===== config.mk =====
export PLATFORM = sky130hd
export DESIGN_NAME = decode_mc_flat
export DESIGN_NICKNAME = d
export VERILOG_FILES = /design/src/rtl/decode_mc_if.sv /design/src/rtl/decode_mc.sv /design/src/flat_wrapper.sv
export SDC_FILE = /design/constraint.sdc
export NUM_CORES = 1
export LEC_CHECK = 0
export ABC_AREA = 1
export BUFFER_PORTS_ARGS = -buffer_cell sky130_fd_sc_hd__buf_2
export CAP_MARGIN = 0
export CORE_MARGIN = 3
export CORE_UTILIZATION = 46
export DETAILED_ROUTE_END_ITERATION = 12
export GPL_TIMING_DRIVEN = 0
export PLACE_DENSITY = 0.86
export SLEW_MARGIN = 20
export SYNTH_ARGS = -nofsm -noshare
export SYNTH_HDL_FRONTEND = slang
export SYNTH_SLANG_ARGS = --single-unit

===== constraint.sdc =====
create_clock -name clk -period 3.9 [get_ports clk]
set_clock_uncertainty 0.2 [all_clocks]
set_input_delay 0.78 -clock clk [delete_from_list [all_inputs] [get_ports clk]]
set_output_delay 0.78 -clock clk [all_outputs]
set_load 0.005 [all_outputs]

===== src/rtl/decode_mc_if.sv =====
// Bus between the instruction register / condition unit / FPU and the
// multicycle decoder-controller. The controller uses the slave modport.
interface decode_mc_if #(
  parameter int unsigned XLEN = 32
);
  logic [XLEN-1:0] Instr;
  logic            CondEx;
  logic            ExDone;
  logic            IRWrite;
  logic            AdrSrc;
  logic            NextPC;
  logic            RegW;
  logic            MemW;
  logic            WAsel;
  logic [1:0]      ResultSrc;
  logic [1:0]      ALUSrcA;
  logic [1:0]      ALUSrcB;
  logic [1:0]      ImmSrc;
  logic [1:0]      RegSrc;
  logic [1:0]      FlagW;
  logic [1:0]      FPUOp;
  logic [3:0]      ALUControl;
  logic            ExStart;
  logic            Busy;
  logic            Undef;
  logic [3:0]      State;

  modport master (
    output Instr, CondEx, ExDone,
    input  IRWrite, AdrSrc, NextPC, RegW, MemW, WAsel, ResultSrc, ALUSrcA, ALUSrcB,
           ImmSrc, RegSrc, FlagW, FPUOp, ALUControl, ExStart, Busy, Undef, State
  );

  modport slave (
    input  Instr, CondEx, ExDone,
    output IRWrite, AdrSrc, NextPC, RegW, MemW, WAsel, ResultSrc, ALUSrcA, ALUSrcB,
           ImmSrc, RegSrc, FlagW, FPUOp, ALUControl, ExStart, Busy, Undef, State
  );
endinterface


===== src/rtl/decode_mc.sv =====
// Multicycle instruction decoder and main controller. Walks each instruction
// through fetch/decode/execute/writeback, with fixed-latency multiplies and a
// start/done handshake for FP ops. Define DECODE_MC_UNDEF_EN to trap on
// undefined mul-family and FP encodings.
module decode_mc #(
  parameter int unsigned MUL_LAT = 3,
  parameter int unsigned XLEN    = 32
) (
  input  logic        clk,
  input  logic        reset,
  decode_mc_if.slave  bus
);

  typedef enum logic [3:0] {
    StFetch  = 4'd0,  StDecode = 4'd1,  StExecR = 4'd2,  StExecI  = 4'd3,
    StMulW   = 4'd4,  StFpW    = 4'd5,  StAluWb = 4'd6,  StWbHi   = 4'd7,
    StMemAdr = 4'd8,  StMemRd  = 4'd9,  StMemWb = 4'd10, StMemWr  = 4'd11,
    StBranch = 4'd12, StTrap   = 4'd13
  } state_e;

  state_e     r_state, w_state_d;
  logic [3:0] r_cnt, w_cnt_d;
  logic       r_cx, w_cx_d;
  logic       r_fp_seen;

  // Instruction field decode; only the low 32 bits carry meaning.
  logic [31:0] w_instr;
  logic [1:0]  w_op;
  logic [5:0]  w_funct;
  logic        w_s, w_mul_fam, w_mul64, w_fp, w_cmp, w_rd_pc, w_trap;
  logic [3:0]  w_aluctl;
  logic [1:0]  w_flag;
  logic        w_unused_ok;

  assign w_instr     = bus.Instr[31:0];
  assign w_op        = w_instr[27:26];
  assign w_funct     = w_instr[25:20];
  assign w_s         = w_funct[0];
  assign w_rd_pc     = (w_instr[15:12] == 4'b1111);
  assign w_mul_fam   = (w_op == 2'b00) && (w_instr[7:4] == 4'b1001);
  assign w_mul64     = (w_funct[4:3] == 2'b01);
  assign w_fp        = (w_op == 2'b11);
  assign w_cmp       = w_s && ((w_funct[4:1] == 4'b1010) || (w_funct[4:1] == 4'b1000));
  assign w_unused_ok = ^{w_instr[31:28], w_instr[19:16], w_instr[11:8], w_instr[3:0]};

`ifdef DECODE_MC_UNDEF_EN
  assign w_trap = (w_mul_fam && (w_funct[4:1] != 4'b0000) && !w_mul64) ||
                  (w_fp && w_funct[5]);
`else
  // Undefined encodings fall through: odd multiplies run as mul32.
  assign w_trap = 1'b0;
`endif

  // ALU / multiplier operation from the instruction alone.
  always_comb begin
    w_aluctl = 4'b0000;
    if (w_mul_fam) begin
      w_aluctl = w_mul64 ? {2'b11, w_funct[2], w_s} : {3'b100, w_s};
    end else if (w_op == 2'b00) begin
      case (w_funct[4:1])
        4'b0010, 4'b1010: w_aluctl = 4'b0001;
        4'b0000, 4'b1000: w_aluctl = 4'b0010;
        4'b1100:          w_aluctl = 4'b0011;
        default:          w_aluctl = 4'b0000;
      endcase
    end
  end

  // Flag write value; squashed instructions never update flags.
  assign w_flag = {w_s, w_s && (w_aluctl[3:1] == 3'b000)} & {2{r_cx}};

  // State, counter and condition register with synchronous reset.
  always_ff @(posedge clk) begin
    if (reset) begin
      r_state   <= StFetch;
      r_cnt     <= 4'd0;
      r_cx      <= 1'b0;
      r_fp_seen <= 1'b0;
    end else begin
      r_state   <= w_state_d;
      r_cnt     <= w_cnt_d;
      r_cx      <= w_cx_d;
      r_fp_seen <= (r_state == StFpW);
    end
  end

  // Next-state and datapath control outputs.
  always_comb begin
    w_state_d          = r_state;
    w_cnt_d            = r_cnt;
    w_cx_d             = r_cx;
    bus.IRWrite    = 1'b0;
    bus.AdrSrc     = 1'b0;
    bus.NextPC     = 1'b0;
    bus.RegW       = 1'b0;
    bus.MemW       = 1'b0;
    bus.WAsel      = 1'b0;
    bus.ResultSrc  = 2'b00;
    bus.ALUSrcA    = 2'b00;
    bus.ALUSrcB    = 2'b00;
    bus.FlagW      = 2'b00;
    bus.FPUOp      = 2'b00;
    bus.ExStart    = 1'b0;
    bus.Undef      = 1'b0;
    case (r_state)
      StFetch: begin
        bus.IRWrite   = 1'b1;
        bus.NextPC    = 1'b1;
        bus.ALUSrcA   = 2'b10;
        bus.ALUSrcB   = 2'b10;
        bus.ResultSrc = 2'b10;
        w_state_d     = StDecode;
      end
      StDecode: begin
        bus.ALUSrcA   = 2'b10;
        bus.ALUSrcB   = 2'b10;
        bus.ResultSrc = 2'b10;
        w_cx_d        = bus.CondEx;
        if (!bus.CondEx)            w_state_d = StFetch;
        else if (w_trap)            w_state_d = StTrap;
        else if (w_mul_fam) begin
          w_state_d = StMulW;
          w_cnt_d   = 4'(MUL_LAT - 1);
        end
        else if (w_fp)              w_state_d = StFpW;
        else if (w_op == 2'b01)     w_state_d = StMemAdr;
        else if (w_op == 2'b10)     w_state_d = StBranch;
        else if (w_funct[5])        w_state_d = StExecI;
        else                        w_state_d = StExecR;
      end
      StExecR, StExecI: begin
        bus.ALUSrcB = (r_state == StExecI) ? 2'b01 : 2'b00;
        bus.FlagW   = w_flag;
        w_state_d   = w_cmp ? StFetch : StAluWb;
      end
      StMulW: begin
        if (r_cnt == 4'd0) begin
          bus.FlagW = w_flag;
          w_state_d = w_mul64 ? StWbHi : StAluWb;
        end else begin
          w_cnt_d = r_cnt - 4'd1;
        end
      end
      StFpW: begin
        bus.FPUOp   = w_funct[2:1];
        bus.ExStart = !r_fp_seen;
        if (bus.ExDone) begin
          bus.FlagW = w_flag;
          w_state_d = StAluWb;
        end
      end
      StWbHi: begin
        bus.RegW  = 1'b1;
        bus.WAsel = 1'b1;
        w_state_d = StAluWb;
      end
      StAluWb: begin
        bus.RegW   = 1'b1;
        bus.NextPC = w_rd_pc;
        w_state_d  = StFetch;
      end
      StMemAdr: begin
        bus.ALUSrcB = 2'b01;
        w_state_d   = w_s ? StMemRd : StMemWr;
      end
      StMemRd: begin
        bus.AdrSrc = 1'b1;
        w_state_d  = StMemWb;
      end
      StMemWb: begin
        bus.RegW      = 1'b1;
        bus.ResultSrc = 2'b01;
        bus.NextPC    = w_rd_pc;
        w_state_d     = StFetch;
      end
      StMemWr: begin
        bus.MemW   = 1'b1;
        bus.AdrSrc = 1'b1;
        w_state_d  = StFetch;
      end
      StBranch: begin
        bus.NextPC    = 1'b1;
        bus.ALUSrcB   = 2'b01;
        bus.ResultSrc = 2'b10;
        w_state_d     = StFetch;
      end
      StTrap: begin
        bus.Undef = 1'b1;
        w_state_d = StFetch;
      end
      default: w_state_d = StFetch;
    endcase
  end

  assign bus.ALUControl = w_aluctl;
  assign bus.ImmSrc     = w_op;
  assign bus.RegSrc     = {(w_op == 2'b01) && !w_s, (w_op == 2'b10)};
  assign bus.Busy       = (r_state != StFetch);
  assign bus.State      = r_state;

endmodule


===== src/flat_wrapper.sv =====
// flat-port wrapper written by rule: the top's interface ports become plain ports
module decode_mc_flat 
#(
  parameter int unsigned MUL_LAT = 3,
  parameter int unsigned XLEN    = 32
)
  (clk, reset, bus_Instr, bus_CondEx, bus_ExDone, bus_IRWrite, bus_AdrSrc, bus_NextPC, bus_RegW, bus_MemW, bus_WAsel, bus_ResultSrc, bus_ALUSrcA, bus_ALUSrcB, bus_ImmSrc, bus_RegSrc, bus_FlagW, bus_FPUOp, bus_ALUControl, bus_ExStart, bus_Busy, bus_Undef, bus_State);
  decode_mc_if #(.XLEN(XLEN)) bus_i ();
  input  logic clk;
  input  logic reset;
  input wire logic [$bits(bus_i.Instr)-1:0] bus_Instr;
  input wire logic [$bits(bus_i.CondEx)-1:0] bus_CondEx;
  input wire logic [$bits(bus_i.ExDone)-1:0] bus_ExDone;
  output wire logic [$bits(bus_i.IRWrite)-1:0] bus_IRWrite;
  output wire logic [$bits(bus_i.AdrSrc)-1:0] bus_AdrSrc;
  output wire logic [$bits(bus_i.NextPC)-1:0] bus_NextPC;
  output wire logic [$bits(bus_i.RegW)-1:0] bus_RegW;
  output wire logic [$bits(bus_i.MemW)-1:0] bus_MemW;
  output wire logic [$bits(bus_i.WAsel)-1:0] bus_WAsel;
  output wire logic [$bits(bus_i.ResultSrc)-1:0] bus_ResultSrc;
  output wire logic [$bits(bus_i.ALUSrcA)-1:0] bus_ALUSrcA;
  output wire logic [$bits(bus_i.ALUSrcB)-1:0] bus_ALUSrcB;
  output wire logic [$bits(bus_i.ImmSrc)-1:0] bus_ImmSrc;
  output wire logic [$bits(bus_i.RegSrc)-1:0] bus_RegSrc;
  output wire logic [$bits(bus_i.FlagW)-1:0] bus_FlagW;
  output wire logic [$bits(bus_i.FPUOp)-1:0] bus_FPUOp;
  output wire logic [$bits(bus_i.ALUControl)-1:0] bus_ALUControl;
  output wire logic [$bits(bus_i.ExStart)-1:0] bus_ExStart;
  output wire logic [$bits(bus_i.Busy)-1:0] bus_Busy;
  output wire logic [$bits(bus_i.Undef)-1:0] bus_Undef;
  output wire logic [$bits(bus_i.State)-1:0] bus_State;
  assign bus_i.Instr = bus_Instr;
  assign bus_i.CondEx = bus_CondEx;
  assign bus_i.ExDone = bus_ExDone;
  assign bus_IRWrite = bus_i.IRWrite;
  assign bus_AdrSrc = bus_i.AdrSrc;
  assign bus_NextPC = bus_i.NextPC;
  assign bus_RegW = bus_i.RegW;
  assign bus_MemW = bus_i.MemW;
  assign bus_WAsel = bus_i.WAsel;
  assign bus_ResultSrc = bus_i.ResultSrc;
  assign bus_ALUSrcA = bus_i.ALUSrcA;
  assign bus_ALUSrcB = bus_i.ALUSrcB;
  assign bus_ImmSrc = bus_i.ImmSrc;
  assign bus_RegSrc = bus_i.RegSrc;
  assign bus_FlagW = bus_i.FlagW;
  assign bus_FPUOp = bus_i.FPUOp;
  assign bus_ALUControl = bus_i.ALUControl;
  assign bus_ExStart = bus_i.ExStart;
  assign bus_Busy = bus_i.Busy;
  assign bus_Undef = bus_i.Undef;
  assign bus_State = bus_i.State;
  decode_mc #(.MUL_LAT(MUL_LAT), .XLEN(XLEN)) u_core (.clk(clk), .reset(reset), .bus(bus_i));
endmodule

# Word-level counts from Yosys, hierarchy flattened
# Cells that the tools add are included.
op_classes:
  bitwise_logic: 1
  n_reduce_logical: 26
  n_eq_ne: 28
  n_mux: 36
  n_addsub: 1
ops:
  columns: ["operator", "n"]
  rows:
  - ["$eq 4x4->1 const B", 11]
  - ["$mux 4", 11]
  - ["$pmux 4 s8", 1]
  - ["$pmux 2 s3", 3]
  - ["$eq 4x3->1 const B", 4]
  - ["$reduce_or 2->1", 8]
  - ["$eq 4x2->1 const B", 3]
  - ["$logic_not 4->1", 3]
  - ["$mux 2", 6]
  - ["$mux 1", 10]
  - ["$pmux 4 s2", 1]
  - ["$mux 3", 2]
  - ["$ne 2x2->1 const B", 3]
  - ["$reduce_or 3->1", 2]
  - ["$eq 2x1->1 const B", 2]
  - ["$eq 2x2->1 const B", 2]
  - ["$eq 4x1->1 const B", 1]
  - ["$logic_and 1x1->1", 4]
  - ["$ne 2x1->1 const B", 2]
  - ["$pmux 2 s2", 1]
  - ["$reduce_and 4->1", 1]
  - ["$reduce_bool 4->1", 1]
  - ["$sub 4x1->4 const B", 1]
  - ["$logic_not 3->1", 1]
  - ["7 further kinds", 8]
totals:
  wordCells: 96
  ff_bits: 10
  inputBits: 36
  output_inout_bits: 31

# Depth between registers and ports, before layout
logic_depth:
  ltp_word: 10
  ltp_mapped: 10
  depth_no_buf: 10

# Worst setup path before layout
# No wires, ideal clock.
synth_timing:
  path_type: "input port to output port"
  startpoint: "input bus_Instr[26]"
  endpoint: "output bus_FlagW[0]"
  arrival_time_ns: 1.606
  n_path_buf: 0
  stages: 7
  setup_slack_ns: 1.314
  required_ns: 2.920
  path_cell_list: "inv_1 > ha_1 > nand2_1 > nor2_1 > nand2_1 > nand2_1 > nor3_2"
synth_between:
  elab_chain_cells: 8
  word_cells_on_any_way: 10
  cone_classes: "5 x mux; 1 x bitwise; 4 x reduce/logical"
synth_lines:
  columns: ["element", "line", "source"]
  rows:
  - ["start: declaration", "flat_wrapper.sv:11", "input wire logic [$bits(bus_i.Instr)-1:0] bus_Instr;"]
  - ["$logic_not 2->1 *", "decode_mc.sv:40, decode_mc.sv:59", null]
  - ["$mux 2 / $logic_and 1x1->1 (equally long branches)", "decode_mc.sv:59, decode_mc.sv:40", null]
  - ["$mux 4 *", "decode_mc.sv:57", "if (w_mul_fam) begin"]
  - ["$logic_not 3->1 *", "decode_mc.sv:70", "assign w_flag = {w_s, w_s && (w_aluctl[3:1] == 3'b000)} & {2{r_cx}};"]
  - ["$logic_and 1x1->1 *", "decode_mc.sv:70", null]
  - ["$and 2x2->2 *", "decode_mc.sv:70", null]
  - ["$mux 2, on equally long branches", "decode_mc.sv:147, decode_mc.sv:137", null]
  - ["$pmux 2 s3 *", "decode_mc.sv:105", "case (r_state)"]
  - ["end: declaration", "flat_wrapper.sv:25", "output wire logic [$bits(bus_i.FlagW)-1:0] bus_FlagW;"]
# Every way passes the cells marked *; elsewhere a longest branch is shown, timed or not.

# Worst setup path after layout
# Ends and elaborated chain as after synthesis.

==> results_dict.tcl <==
set metrics [dict create \
    ys_ff_latch 10 \
    numCtsBuffers 3 \
    synth_edf_count 0 \
    leakagePower_nw 0.755 \
    ir_drop_mv 0.397 \
    htreeDepth 1 \
    initial_core_util_pct 51.5 \
    drc 0 \
    fin_ws_ps 925 \
    syn-num-nets 212 \
    io_buffers 48 \
    power-per-cell-area_nw_per_um2 602 \
    cts_tree "built" \
    path_clk_slew_ps 70 \
    groute.usage.overall_pct 19.4 \
    synth.area.top_cells "dfxtp_1, nand2_1, nor2_1" \
    rr_worst_depth 7 \
    worstSetupPathType "in -> out" \
    period_minus_slack_ps 2970 \
    routed_wl_um 2620 \
    cp.arrival_ps 1990 \
    synth.cell_area_sq_um 1060 \
    die_h_um 54.1 \
    clkSinkCount 10 \
    drv_slew 0 \
    routed.top_layer "met4" \
    first_pass_iters 4 \
    hold_violations 0 \
    drt-met1-wl_um 1220 \
    maxSlewHeadroom_pct 64.8 \
    cts_root_buf "clkbuf_4" \
    wl_met2_um 1200 \
    yosysWarnings 0 \
    setup_tns_ps 0 \
    place_congestion 0.795 \
    syn_area_per_cell_sq_um 6.29 \
    drt_iter0_drc 12 \
    antenna_found_initial 0 \
    wl_per_cell_um 10.6 \
    drtAntennaViolNets 0 \
    cts_max_path_buffers 2 \
    layout-drive-gt1-share_pct 37.1 \
    worstHoldPathType "reg -> reg" \
    yosysSeqAreaShare_pct 18.8 \
    dp_hpwl_um 2230 \
    cts_resized 0 \
    overflow 0 \
    wl_met3_um 184 \
    clkLatencyLatePin_ps 260 \
    grt_pass1_vias 993 \
    grt_pass1_wl_um 4170 \
    io_pins 67 \
    post-route-period-util_pct 76.3 \
    crit_fanout 7 \
    final_common_cell "buf_2" \
    final_cell_mix "buf_2, nand2_1, nor2_1" \
    dieArea_sq_um 2920 \
    yosysTopAreaCellShare_pct 18.8 \
    synth_ff_type "dfxtp_1" \
    synthToLayoutAreaGrowth_pct 29.2 \
    grt_max_degree 11 \
    post-place-ws_ps 927 \
    critPathCaptureType "output port" \
    clock.fmax_ghz 0.336 \
    worst_pin_slew_ps 527 \
    rsz0062_at_grt "false" \
    min_path_cells 2 \
    n_antenna_cell 0 \
    ys_types 30 \
    vias_per_cell 4.79 \
    vias 1189 \
    post_cts_buffers 0 \
    synth_top_area_cell "dfxtp_1" \
    synth-async-reset-ratio_pct 0 \
    cap_violations 0 \
    holdBufCountCts 0 \
    core.rowCount 16 \
    outcome "finished clean" \
    worstPathRequired_ps 2920 \
    start_kind "primary input" \
    netlist_instances 169 \
    finalSetupViolations 0 \
    nNetsFinal 265 \
    die_w_um 54.1 \
    coreArea_sq_um 2060 \
]
[power breakdown]
part,switching (mW),internal (mW),leakage [nW]
Clock,0.0370,0.0567,0.0210
Combinational,0.341,0.228,0.652
Sequential,0.0337,0.130,0.0815
[metrics by stage]
stage,area (sq um),util (%),hold slack (ps),total power [mW],std cells
after global placement,1340,64.8,252,0.723,244
after detailed placement,1340,64.8,257,0.734,244
after floorplan,1060,-,240,0.572,169
after global routing,1370,66.6,311,0.915,248
final,1370,66.6,265,0.826,248
after CTS,1370,66.6,268,0.832,248
[logic make-up (layout without fill, tap and decap cells)]
family                   count (synthesis)  count (layout)  synth area share, %
AND/OR/NAND/NOR                         97              97                 46.5
buffers and inverters                   35              87                 14.8
AO/OA/AOI/OAI                           18              18                 10.4
flip-flops                              10              10                 18.8
adder cells (fa/ha/maj)                  7               7                 8.24
other                                    1               1                0.353
XOR/XNOR                                 1               1                0.825
[worst max-delay path, stage by stage]
cell     delay [ps]
buf_2           120
inv_1            90
ha_1            240
nand2_1         100
nor2_1           40
nand2_1         190
nand2_1         120
nor3_2          170
buf_2           130
[synthesized netlist by cell type (2+ instances only)]
library cell,n
inv_2,4
o21ai_0,3
nor2_4,4
nand4_1,4
o22ai_1,3
nand3_1,13
dfxtp_1,10
buf_4,5
nor2_2,5
ha_1,7
nand2_2,3
a21oi_1,7
a21oi_2,2
inv_1,23
nand2_4,3
nand2_1,32
nor2_1,28
[path summary, 6_finish.rpt]
check,start,endpoint,slack [ps]
worst max-delay path,bus_Instr[26],bus_FlagW[0],930
worst min-delay path,u_core.r_cx,u_core.r_cx,270
worst max register to register,u_core.bus.State[2],u_core.r_cnt[1],2350
worst min register to register,u_core.r_cx,u_core.r_cx,270
[cell type report]
type | instances | area [sq um]
Multi-Input combinational cell | 124 | 704
Fill cell | 202 | 689
Timing Repair Buffer | 48 | 240
Sequential cell | 10 | 200
Inverter | 28 | 105
Buffer | 7 | 52.6
Clock buffer | 4 | 36.3
Tap cell | 27 | 33.8
[flip-flops by register name, summed over array words and instances, names as in the netlist]
register and cells:
u_core.bus.State 4, u_core.r_cnt 4, u_core.r_cx 1, u_core.r_fp_seen 1
[routing by layer]
layer / vias to the layer above / GRT usage (%)
li1: 638 / -
met1: 508 / 26.8
met2: 39 / 31.9
met3: 4 / 1.66
met4: 0 / 5.81
met5: - / 0
(Power assumes the default switching activity.)
